===== src/rtl/fetch_pkg.sv =====
// Shared types and constants for the IF stage and the IF/ID pipeline register.
package fetch_pkg;

  localparam int unsigned FETCH_ADDR_W  = 32;
  localparam int unsigned FETCH_INSTR_W = 32;

  localparam logic [FETCH_INSTR_W-1:0] NOP_INSTR        = FETCH_INSTR_W'(0);
  localparam logic [FETCH_ADDR_W-1:0]  PC_RESET_DEFAULT = FETCH_ADDR_W'(0);

  // IF/ID payload, also consumed by the ID stage
  typedef struct packed {
    logic [FETCH_ADDR_W-1:0]  pc;
    logic [FETCH_INSTR_W-1:0] instr;
    logic                     valid;
  } if_id_t;

  function automatic logic [FETCH_ADDR_W-1:0] word_align(input logic [FETCH_ADDR_W-1:0] a);
    return {a[FETCH_ADDR_W-1:2], 2'b00};
  endfunction

endpackage


===== src/rtl/fetch_stage_pc_reg.sv =====
// Program counter register: synchronous reset, load-enable, next-value input.
module pc_reg #(
  parameter int unsigned        ADDR_W    = 32,
  parameter logic [ADDR_W-1:0]  RESET_VAL = '0
) (
  input  logic              clk,
  input  logic              rst,
  input  logic              load,
  input  logic [ADDR_W-1:0] d,
  output logic [ADDR_W-1:0] q
);

  always_ff @(posedge clk) begin
    if (rst) begin
      q <= RESET_VAL;
    end else if (load) begin
      q <= d;
    end
  end

endmodule


===== src/rtl/fetch_stage.sv =====
// IF stage: owns the PC, addresses instruction memory and fills the IF/ID register.
// Optional performance counters are enabled with `define FETCH_PERF_CNT_EN.
module fetch_stage
  import fetch_pkg::*;
#(
  parameter int unsigned       ADDR_W   = FETCH_ADDR_W,
  parameter int unsigned       INSTR_W  = FETCH_INSTR_W,
  parameter logic [ADDR_W-1:0] PC_RESET = ADDR_W'(PC_RESET_DEFAULT),
  parameter int unsigned       PC_STEP  = 4
) (
  input  logic               clk,
  input  logic               rst,
  input  logic               freeze,
  input  logic               branch_taken,
  input  logic [ADDR_W-1:0]  branch_addr,
  output logic [ADDR_W-1:0]  imem_addr,
  input  logic [INSTR_W-1:0] imem_instr,
  output logic [ADDR_W-1:0]  if_id_pc,
  output logic [INSTR_W-1:0] if_id_instr,
  output logic               if_id_valid
`ifdef FETCH_PERF_CNT_EN
  ,
  output logic [31:0]        perf_fetch_cnt,
  output logic [31:0]        perf_stall_cnt
`endif
);

  logic [ADDR_W-1:0] pc_q;
  logic [ADDR_W-1:0] pc_seq;
  logic [ADDR_W-1:0] pc_d;
  logic              pc_load;
  if_id_t            if_id_q;
  if_id_t            if_id_d;
  logic              do_fetch;

  assign pc_seq   = pc_q + ADDR_W'(PC_STEP);
  assign do_fetch = !branch_taken && !freeze;

  // Priority mux: branch redirect over freeze over sequential fetch
  always_comb begin
    pc_d    = pc_seq;
    pc_load = 1'b0;
    if_id_d = if_id_q;
    if (branch_taken) begin
      pc_d          = {branch_addr[ADDR_W-1:2], 2'b00};
      pc_load       = 1'b1;
      if_id_d.pc    = FETCH_ADDR_W'(0);
      if_id_d.instr = NOP_INSTR;
      if_id_d.valid = 1'b0;
    end else if (!freeze) begin
      pc_load       = 1'b1;
      if_id_d.pc    = FETCH_ADDR_W'(pc_seq);
      if_id_d.instr = FETCH_INSTR_W'(imem_instr);
      if_id_d.valid = 1'b1;
    end
  end

  pc_reg #(
    .ADDR_W    (ADDR_W),
    .RESET_VAL (PC_RESET)
  ) u_pc_reg (
    .clk  (clk),
    .rst  (rst),
    .load (pc_load),
    .d    (pc_d),
    .q    (pc_q)
  );

  always_ff @(posedge clk) begin
    if (rst) begin
      if_id_q.pc    <= FETCH_ADDR_W'(0);
      if_id_q.instr <= NOP_INSTR;
      if_id_q.valid <= 1'b0;
    end else begin
      if_id_q <= if_id_d;
    end
  end

  assign imem_addr   = pc_q;
  assign if_id_pc    = ADDR_W'(if_id_q.pc);
  assign if_id_instr = INSTR_W'(if_id_q.instr);
  assign if_id_valid = if_id_q.valid;

`ifdef FETCH_PERF_CNT_EN
  // Fetch and stall counters; flushes do not clear them
  always_ff @(posedge clk) begin
    if (rst) begin
      perf_fetch_cnt <= 32'd0;
      perf_stall_cnt <= 32'd0;
    end else begin
      if (do_fetch) begin
        perf_fetch_cnt <= perf_fetch_cnt + 32'd1;
      end
      if (freeze && !branch_taken) begin
        perf_stall_cnt <= perf_stall_cnt + 32'd1;
      end
    end
  end
`else
  logic unused_do_fetch;
  assign unused_do_fetch = do_fetch;
`endif

endmodule


===== config.mk =====
export PLATFORM = sky130hd
export DESIGN_NAME = fetch_stage
export DESIGN_NICKNAME = d
export VERILOG_FILES = /design/src/rtl/fetch_pkg.sv /design/src/rtl/fetch_stage_pc_reg.sv /design/src/rtl/fetch_stage.sv
export SDC_FILE = /design/constraint.sdc
export NUM_CORES = 1
export LEC_CHECK = 0
export ABC_AREA = 1
export CAP_MARGIN = 15
export CORE_MARGIN = 2
export CORE_UTILIZATION = 46
export DETAILED_ROUTE_END_ITERATION = 16
export PLACE_DENSITY = 0.8
export SLEW_MARGIN = 15
export SYNTH_ARGS = -nofsm -noshare
export SYNTH_HDL_FRONTEND = slang
export SYNTH_HIERARCHICAL = 1
export SYNTH_SLANG_ARGS = --single-unit

===== constraint.sdc =====
create_clock -name clk -period 2.4 [get_ports clk]
set_clock_uncertainty 0.15 [all_clocks]
set_input_delay 0.72 -clock clk [delete_from_list [all_inputs] [get_ports clk]]
set_output_delay 0.72 -clock clk [all_outputs]
set_load 0.005 [all_outputs]

==> metrics.md, run 1 <==
| Metric | Value |
|---|---|
| Status | completed |
| RSZ-0062 raised after global routing | false |
| Cell taking the most area after synthesis | dfxtp_1 |
| Vias after detailed routing | 5250 |
| Power per cell area | 506 mW/mm2 |
| Sw Share | 28.1% |
| Gr ovfl total | 0 |
| Worst Hold Class | flop to flop |
| Worst EP arrival | 1440 ps |
| Vias per std cell | 4.73 |
| Mean area per synthesized cell | 6.13 um2 |
| Post-cts sizing count | 0 |
| Core area | 0.0107 mm2 |
| Chip Height | 108 um |
| CP Buf/Inv Count | 1 |
| Iteration-0 DRC Markers | 443 |
| Max-Slew Margin vs Limit | 76.6% |
| Hold Fails Final Rpt | 0 |
| Initial Utilization | 46.7% |
| Detailed Routing Iterations Pass 1 | 5 |
| HP Start | if_id_instr[26] |
| H-tree depth | 3 |
| Post-DP HPWL | 10.5 mm |
| All-Layer GR Usage | 24.1% |
| TNS Setup | 0 ps |
| Post-synthesis cell type count | 24 |
| Multi-input combinational cell area | 0.00251 mm2 |
| Worst Setup SP | u_pc_reg/q[16] |
| Postcts setup bufs | 0 |
| Clock Pin Slew Worst Setup and Hold Paths | 90 ps |
| R2R depth | 10 |
| Vias in the first global route | 4728 |
| Final ANT Viol Nets | 0 |
| Int Power | 2550 uW |
| Largest net degree at the start of global routing | 41 |
| Post-Syn Area | 0.00499 mm2 |
| Clk buf depth | 2 |
| FF-to-FF Start | u_pc_reg/q[2] |
| Max Fclk | 0.433 GHz |
| CTS tree | yes |
| Synth area leaders | dfxtp_1 (39%), nand2_1 (23%), nor2_1 (12%) |
| Crit path launch type | flop |
| YS warnings | 6 |
| Buffers on Ports | 162 |
| Post-synth net total | 884 |
| DR DRC count | 0 |
| Top-count cell post-synth | nand2_1 |
| Post-synth EDFFs | 0 |
| Maxcap violations | 0 |
| Die area | 0.0117 mm2 |
| Setup violators final | 0 |
| CP Depth | 1 |
| Switching power | 995 uW |
| Final nets | 1035 |
| Worst path slowest cell | clkdlybuf4s50_1 |
| Commonest cells post-synth | nand2_1 (302), nor2_1 (158), dfxtp_1 (97) |
| Final Max Tran Viols | 0 |
| Worst-margin pin slew | 349 ps |
| Synth Register Bits | 97 |
| CTS buffer count | 9 |
| Final wirelength | 13.9 mm |
| Share of cells above drive strength 1 | 4.84% |
| CP delay by family, top | buffers and inverters |
| Hold path cells | 2 |
| Prevailing post-synth register cell | dfxtp_1 |
| Root Driver | clkbuf_8 |
| Max incr delay on CP | 600 ps |
| Clock tree sinks | 97 |
| Share of power burned in registers | 50.1% |
| Tcrit/Tclk final | 96.3% |
| Post-synth top area share | 38.9% |
| Worst Path Max Fanout | 7 |
| Cts hold-fix bufs | 0 |
| Minimum clock period | 2310 ps |
| Area Overhead vs Synth | 40.4% |
| RD Place Congestion | 0.935 |
| Row cnt | 38 |
| I/O pin cnt | 165 |
| Worst setup path category | flop to primary output |
| Pleak | 0.00328 uW |
| DR WL/cell | 12.5 um |
| Comb pwr share | 19.5% |
| Crit. End Element | primary output |
| Final hold slack | 316 ps |
| Ys async rst share | 0% |
| Initial antenna violation count | 0 |
| Clk pwr share | 30.5% |
| Diode count | 0 |
| First-pass GRT wire length | 22.2 mm |
| Max IR drop VDD | 0.000397 V |
| Clk_lat worst skew | 370 ps |
| FF+latch area | 0.00194 mm2 |
| Req. time, crit path | 1530 ps |
| Synth Instances | 815 |
| Post-synthesis sequential area ratio | 38.9% |
| DIE WIDTH | 108 um |
| Crit-path cells | clkdlybuf4s50_1 |
| Fillers | 1012 |
routing by layer:
metal | track usage (%) | vias to the layer above | part of all wire, %
li1 | - | 2748 | -
met1 | 30.1 | 2274 | 43
met2 | 40.4 | 205 | 46
met3 | 5.79 | 23 | 8.7
met4 | 8.97 | 0 | 2.5
met5 | 0 | - | 0
logic make-up after synthesis:
kind of cell,count (synthesis),share of synthesized area (%)
adders and majority gates,1,0.251
and+or+nand+nor,512,41.4
xor gates and xnor gates,10,1.75
AOI/OAI and AO/OA,66,6.74
DFF,97,38.9
buffers and inverters,129,10.9
layout make-up:
class                           count  share of cell area (%)
Clock buffer                       11                    1.87
Tap cell                          140                    2.50
Inverter                           92                    4.93
Sequential cell                    97                    27.7
Clock inverter                      5                   0.910
Timing Repair Buffer              177                    26.3
Multi-Input combinational cell    589                    35.8
power groups by stage:
| stage | Clock [uW] | Sequential, uW | Combinational, uW |
|---|---|---|---|
| 5_1_grt | 1170 | 1790 | 771 |
| 2_1_floorplan | 0 | 1800 | 322 |
| 6_report | 1080 | 1770 | 690 |
| 4_1_cts | 1120 | 1770 | 693 |
| 3_5_place_dp | 0 | 1810 | 690 |
| 3_3_place_gp | 0 | 1810 | 682 |
metrics by stage:
stage | cell area (um2) | total power [uW] | setup WS, ps | instances | utilization, %
after floorplan | 4990 | 2120 | 418 | 815 | -
after global placement | 6820 | 2490 | 107 | 1095 | 63.7
after detailed placement | 6820 | 2500 | 74.5 | 1095 | 63.7
after global routing | 7010 | 3730 | 15.2 | 1111 | 65.5
after CTS | 7010 | 3590 | 85.5 | 1111 | 65.5
final | 7010 | 3550 | 88.7 | 1111 | 65.5
flip-flops by register name (all words and copies together), names as in the netlist:
signal       count
if_id_instr     32
if_id_pc        32
u_pc_reg/q      32
if_id_valid      1
final timing paths:
path | end | slack [ps]
worst min register to register | if_id_instr[26] | 320
worst min-delay path | if_id_instr[26] | 320
worst max register to register | u_pc_reg/q[16] | 380
worst max-delay path | imem_addr[16] | 90
tightest hold or removal path, stage by stage, from the launching register on:
cell	delay, ps
dfxtp_1	320
nand2_1	60
a21oi_1	50
placed cells by master (no fill, tap or decap), drive strengths merged, types with 11 or more instances in the layout:
cell,count
nand2,306
nor2,169
clkdlybuf4s50,162
dfxtp,97
inv,93
a21oi,38
nand3,32
o21ai,23
buf,15
clkbuf,11
Power figures use the tool's default switching activity.
==> run 2, diff against run 1 <==
CORE_MARGIN = 5   (was 2)
==> metrics.md, run 2 (synthesis results as in run 1) <==
| Metric | Value |
|---|---|
| Worst setup path category | flop to primary output |
| I/O pin cnt | 165 |
| Power per cell area | 523 mW/mm2 |
| Area Overhead vs Synth | 41.4% |
| Clk buf depth | 2 |
| Hold Fails Final Rpt | 0 |
| Row cnt | 38 |
| Worst Path Max Fanout | 6 |
| Share of power burned in registers | 48.1% |
| Clk_lat worst skew | 370 ps |
| Commonest non-fill, non-tap cell in the layout | nand2_1 |
| Detailed Routing Iterations Pass 1 | 5 |
| Routed wl met2 | 6.71 mm |
| Int Power | 2690 uW |
| CTS tree | yes |
| Setup violators final | 0 |
| Gr ovfl total | 0 |
| Maxcap violations | 0 |
| Worst Hold Class | flop to flop |
| Pleak | 0.00332 uW |
| Fillers | 1001 |
| First-pass GRT wire length | 23.2 mm |
| Max Fclk | 0.441 GHz |
| Final Max Tran Viols | 0 |
| DR WL/cell | 13.0 um |
| Switching power | 1000 uW |
| CP delay by family, top | buffers and inverters |
| Chip Height | 114 um |
| Clock tree sinks | 97 |
| Core area | 0.0107 mm2 |
| Largest net degree at the start of global routing | 35 |
| WL met1 | 6.35 mm |
| Buffers on Ports | 162 |
| Met3 WL | 1.16 mm |
| Iteration-0 DRC Markers | 382 |
| Sw Share | 27.2% |
| DIE WIDTH | 114 um |
| Postcts setup bufs | 0 |
| Initial Utilization | 46.5% |
| Minimum clock period | 2270 ps |
| Clk pwr share | 33.1% |
| All-Layer GR Usage | 22.0% |
| Max-Slew Margin vs Limit | 76.8% |
| Root Driver | clkbuf_8 |
| Vias in the first global route | 4744 |
| CTS buffer count | 9 |
| RSZ-0062 raised after global routing | false |
| Final wirelength | 14.6 mm |
| Max IR drop VDD | 0.000363 V |
| Final ANT Viol Nets | 0 |
| Worst EP arrival | 1400 ps |
| Post-cts sizing count | 0 |
| Cts hold-fix bufs | 0 |
| Top Metal Used | met4 |
| Tcrit/Tclk final | 94.4% |
| DR DRC count | 0 |
| Worst-margin pin slew | 346 ps |
| RD Place Congestion | 0.923 |
| Comb pwr share | 18.9% |
| Vias after detailed routing | 5300 |
| Die area | 0.0130 mm2 |
| Status | completed |
| Layout Utilization | 65.7% |
| Crit-path cells | clkdlybuf4s50_1 |
| TNS Setup | 0 ps |
| Max incr delay on CP | 570 ps |
| Share of cells above drive strength 1 | 5.43% |
| Worst path slowest cell | clkdlybuf4s50_1 |
| Most frequent cells in the layout | nand2_1 (301), clkdlybuf4s50_1 (162), nor2_1 (158) |
| Post-DP HPWL | 11.2 mm |
| H-tree depth | 3 |
| Initial antenna violation count | 1 |
| Crit. End Element | primary output |
| Crit path launch type | flop |
| CP Buf/Inv Count | 1 |
| Final nets | 1040 |
| Vias per std cell | 4.74 |
| Req. time, crit path | 1530 ps |
| Clock Pin Slew Worst Setup and Hold Paths | 110 ps |
## run 2: cell types whose count changed in the layout (fill, tap and decap cells not counted), sizes merged
cell	delta
buf	+5
bufinv	+1
clkinvlp	-1
diode	+1
## run 2: final timing paths
kind | start | to | slack (ps) | depth (start not counted)
max | u_pc_reg/q[4] | imem_addr[4] | 130 | 1
min | if_id_instr[1] | if_id_instr[1] | 320 | 2
max reg2reg | u_pc_reg/q[2] | u_pc_reg/q[16] | 370 | 10
min reg2reg | if_id_instr[1] | if_id_instr[1] | 320 | 2
## run 2: final cells by class
cell class / instances / area [um2] / share of cell area, %
Sequential cell: 97 / 1940 / 27.5
Tap cell: 140 / 175 / 2.48
Clock inverter: 5 / 86.3 / 1.22
Antenna cell: 1 / 2.50 / 0.0354
Inverter: 92 / 345 / 4.89
Clock buffer: 11 / 141 / 2.00
Timing Repair Buffer: 182 / 1860 / 26.3
Multi-Input combinational cell: 589 / 2510 / 35.5
## run 2: metrics by stage
stage / area [um2] / total power, uW / worst slack (ps) / instances / hold WS, ps
after floorplan: 4990 / 2120 / 418 / 815 / 312
after global placement: 6830 / 2500 / 182 / 1100 / 299
after detailed placement: 6830 / 2500 / 150 / 1100 / 305
after CTS: 7060 / 3730 / 102 / 1116 / 320
after global routing: 7060 / 3880 / 64.2 / 1117 / 338
final: 7060 / 3690 / 134 / 1117 / 318
## run 2: layer usage
metal	track usage, %	up-vias
met1	28.5	2318
met4	6.25	0
met3	5.07	24
li1	-	2765
met5	0	-
met2	36.9	193
## run 2: power groups by stage
stage / Combinational [uW] / Sequential [uW] / Clock, uW
after floorplan: 322 / 1800 / 0
after global placement: 688 / 1810 / 0
after detailed placement: 695 / 1810 / 0
after CTS: 700 / 1770 / 1250
after global routing: 776 / 1790 / 1320
final: 696 / 1770 / 1220
==> run 3, diff against run 2 <==
CORE_MARGIN = not set   (was 5)
==> metrics.md, run 3 (synthesis results as in run 1) <==
| Metric | Value |
|---|---|
| Status | completed |
| Clk buf depth | 2 |
| Worst Hold Class | flop to flop |
| Crit path launch type | flop |
| Most frequent cells in the layout | nand2_1 (301), clkdlybuf4s50_1 (162), nor2_1 (158) |
| Commonest non-fill, non-tap cell in the layout | nand2_1 |
| Max incr delay on CP | 570 ps |
| Worst slack, placed | 93.7 ps |
| Final Max Tran Viols | 0 |
| Vias per std cell | 4.73 |
| Post-cts sizing count | 0 |
| DIE WIDTH | 106 um |
| Vias in the first global route | 4583 |
| Detailed Routing Iterations Pass 1 | 6 |
| Worst setup path category | flop to primary output |
| Area Overhead vs Synth | 39.1% |
| DR WL/cell | 12.1 um |
| Postcts setup bufs | 0 |
| Clock Pin Slew Worst Setup and Hold Paths | 100 ps |
| Initial Utilization | 47.9% |
| Worst EP arrival | 1420 ps |
| Max-Slew Margin vs Limit | 77.9% |
| Pleak | 0.00326 uW |
| Final nets | 1035 |
| All-Layer GR Usage | 23.9% |
| Max IR drop VDD | 0.000424 V |
| Core area | 0.0104 mm2 |
| Chip Height | 106 um |
| Post-DP HPWL | 9.70 mm |
| Tcrit/Tclk final | 95.6% |
| Setup violators final | 0 |
| Final WS setup | 106 ps |
| Tot Pwr | 3580 uW |
| Crit-path cells | clkdlybuf4s50_1 |
| CTS buffer count | 9 |
| FF-to-FF End | u_pc_reg/q[30] |
| Crit. End Element | primary output |
| FF-to-FF Start | u_pc_reg/q[2] |
| Row cnt | 37 |
| Final ANT Viol Nets | 0 |
| CP Buf/Inv Count | 1 |
| Worst Setup SP | u_pc_reg/q[16] |
| Clock tree sinks | 97 |
| Crit path capture | imem_addr[16] |
| R2R depth | 13 |
| First-pass GRT wire length | 21.7 mm |
| Gr ovfl total | 0 |
| Worst-margin pin slew | 331 ps |
| H-tree depth | 3 |
| Hold Fails Final Rpt | 0 |
| RSZ-0062 raised after global routing | false |
| Iteration-0 DRC Markers | 310 |
| Power per cell area | 515 mW/mm2 |
| Cts hold-fix bufs | 0 |
| CTS tree | yes |
| CP Depth | 1 |
| Diode count | 0 |
| Req. time, crit path | 1530 ps |
| Worst path slowest cell | clkdlybuf4s50_1 |
| TNS Setup | 0 ps |
| RD Place Congestion | 0.894 |
| I/O pin cnt | 165 |
| Buffers on Ports | 162 |
| Initial antenna violation count | 0 |
| Final wirelength | 13.4 mm |
| Clk_lat worst skew | 370 ps |
| Minimum clock period | 2290 ps |
| Die area | 0.0113 mm2 |
| Share of cells above drive strength 1 | 5.05% |
| DR DRC count | 0 |
| Largest net degree at the start of global routing | 65 |
| FF-to-FF setup slack | 360 ps |
| Max Fclk | 0.436 GHz |
| Maxcap violations | 0 |
| Worst Path Max Fanout | 7 |
| CP delay by family, top | buffers and inverters |
| Root Driver | clkbuf_8 |
| Vias after detailed routing | 5240 |
==> run 3: through the flow <==
stage          hold slack (ps)  instances  utilization (%)  instance area [um2]
2_1_floorplan              312        815                -                 4990
3_3_place_gp               301       1091             64.7                 6740
3_5_place_dp               305       1091             64.7                 6740
4_1_cts                    320       1107             66.7                 6950
5_1_grt                    332       1107             66.7                 6950
6_report                   317       1107             66.7                 6950
==> run 3: worst min path at each step <==
stage	start	to	cells after the start
6_report	if_id_instr[6]	if_id_instr[6]	2
5_1_grt	if_id_instr[6]	if_id_instr[6]	2
4_1_cts	if_id_instr[8]	if_id_instr[8]	2
3_5_place_dp	if_id_instr[26]	if_id_instr[26]	2
3_3_place_gp	if_id_instr[22]	if_id_instr[22]	2
2_1_floorplan	if_id_instr[0]	if_id_instr[0]	2
==> run 3: per-layer routing <==
| layer | vias up | global-route usage, % | wire length, um |
|---|---|---|---|
| li1 | 2749 | - | - |
| met1 | 2308 | 30.8 | 6160 |
| met2 | 168 | 40.4 | 6130 |
| met3 | 15 | 5.27 | 901 |
| met4 | 0 | 5.85 | 180 |
| met5 | - | 0 | 0 |
==> run 3: worst min-delay path, stage by stage (launching register included) <==
cell     delay (ps)
dfxtp_1         320
nand2_1          60
a21oi_1          50
==> run 3: cell type report <==
class                      instances  area (um2)
multi-input combinational        589        2510
tap                              136         170
timing repair buffer             177        1770
clock buffer                       9         124
sequential                        97        1940
clock inverter                     7        85.1
fill                             970        3470
inverter                          92         345
==> run 3: report_power, final <==
part	internal [uW]	switching, uW	leakage [uW]	total, uW
clock network	502	635	0.0000999	1140
logic	357	308	0.00236	665
registers	1690	84.8	0.000796	1770
total	2550	1030	0.00326	3580
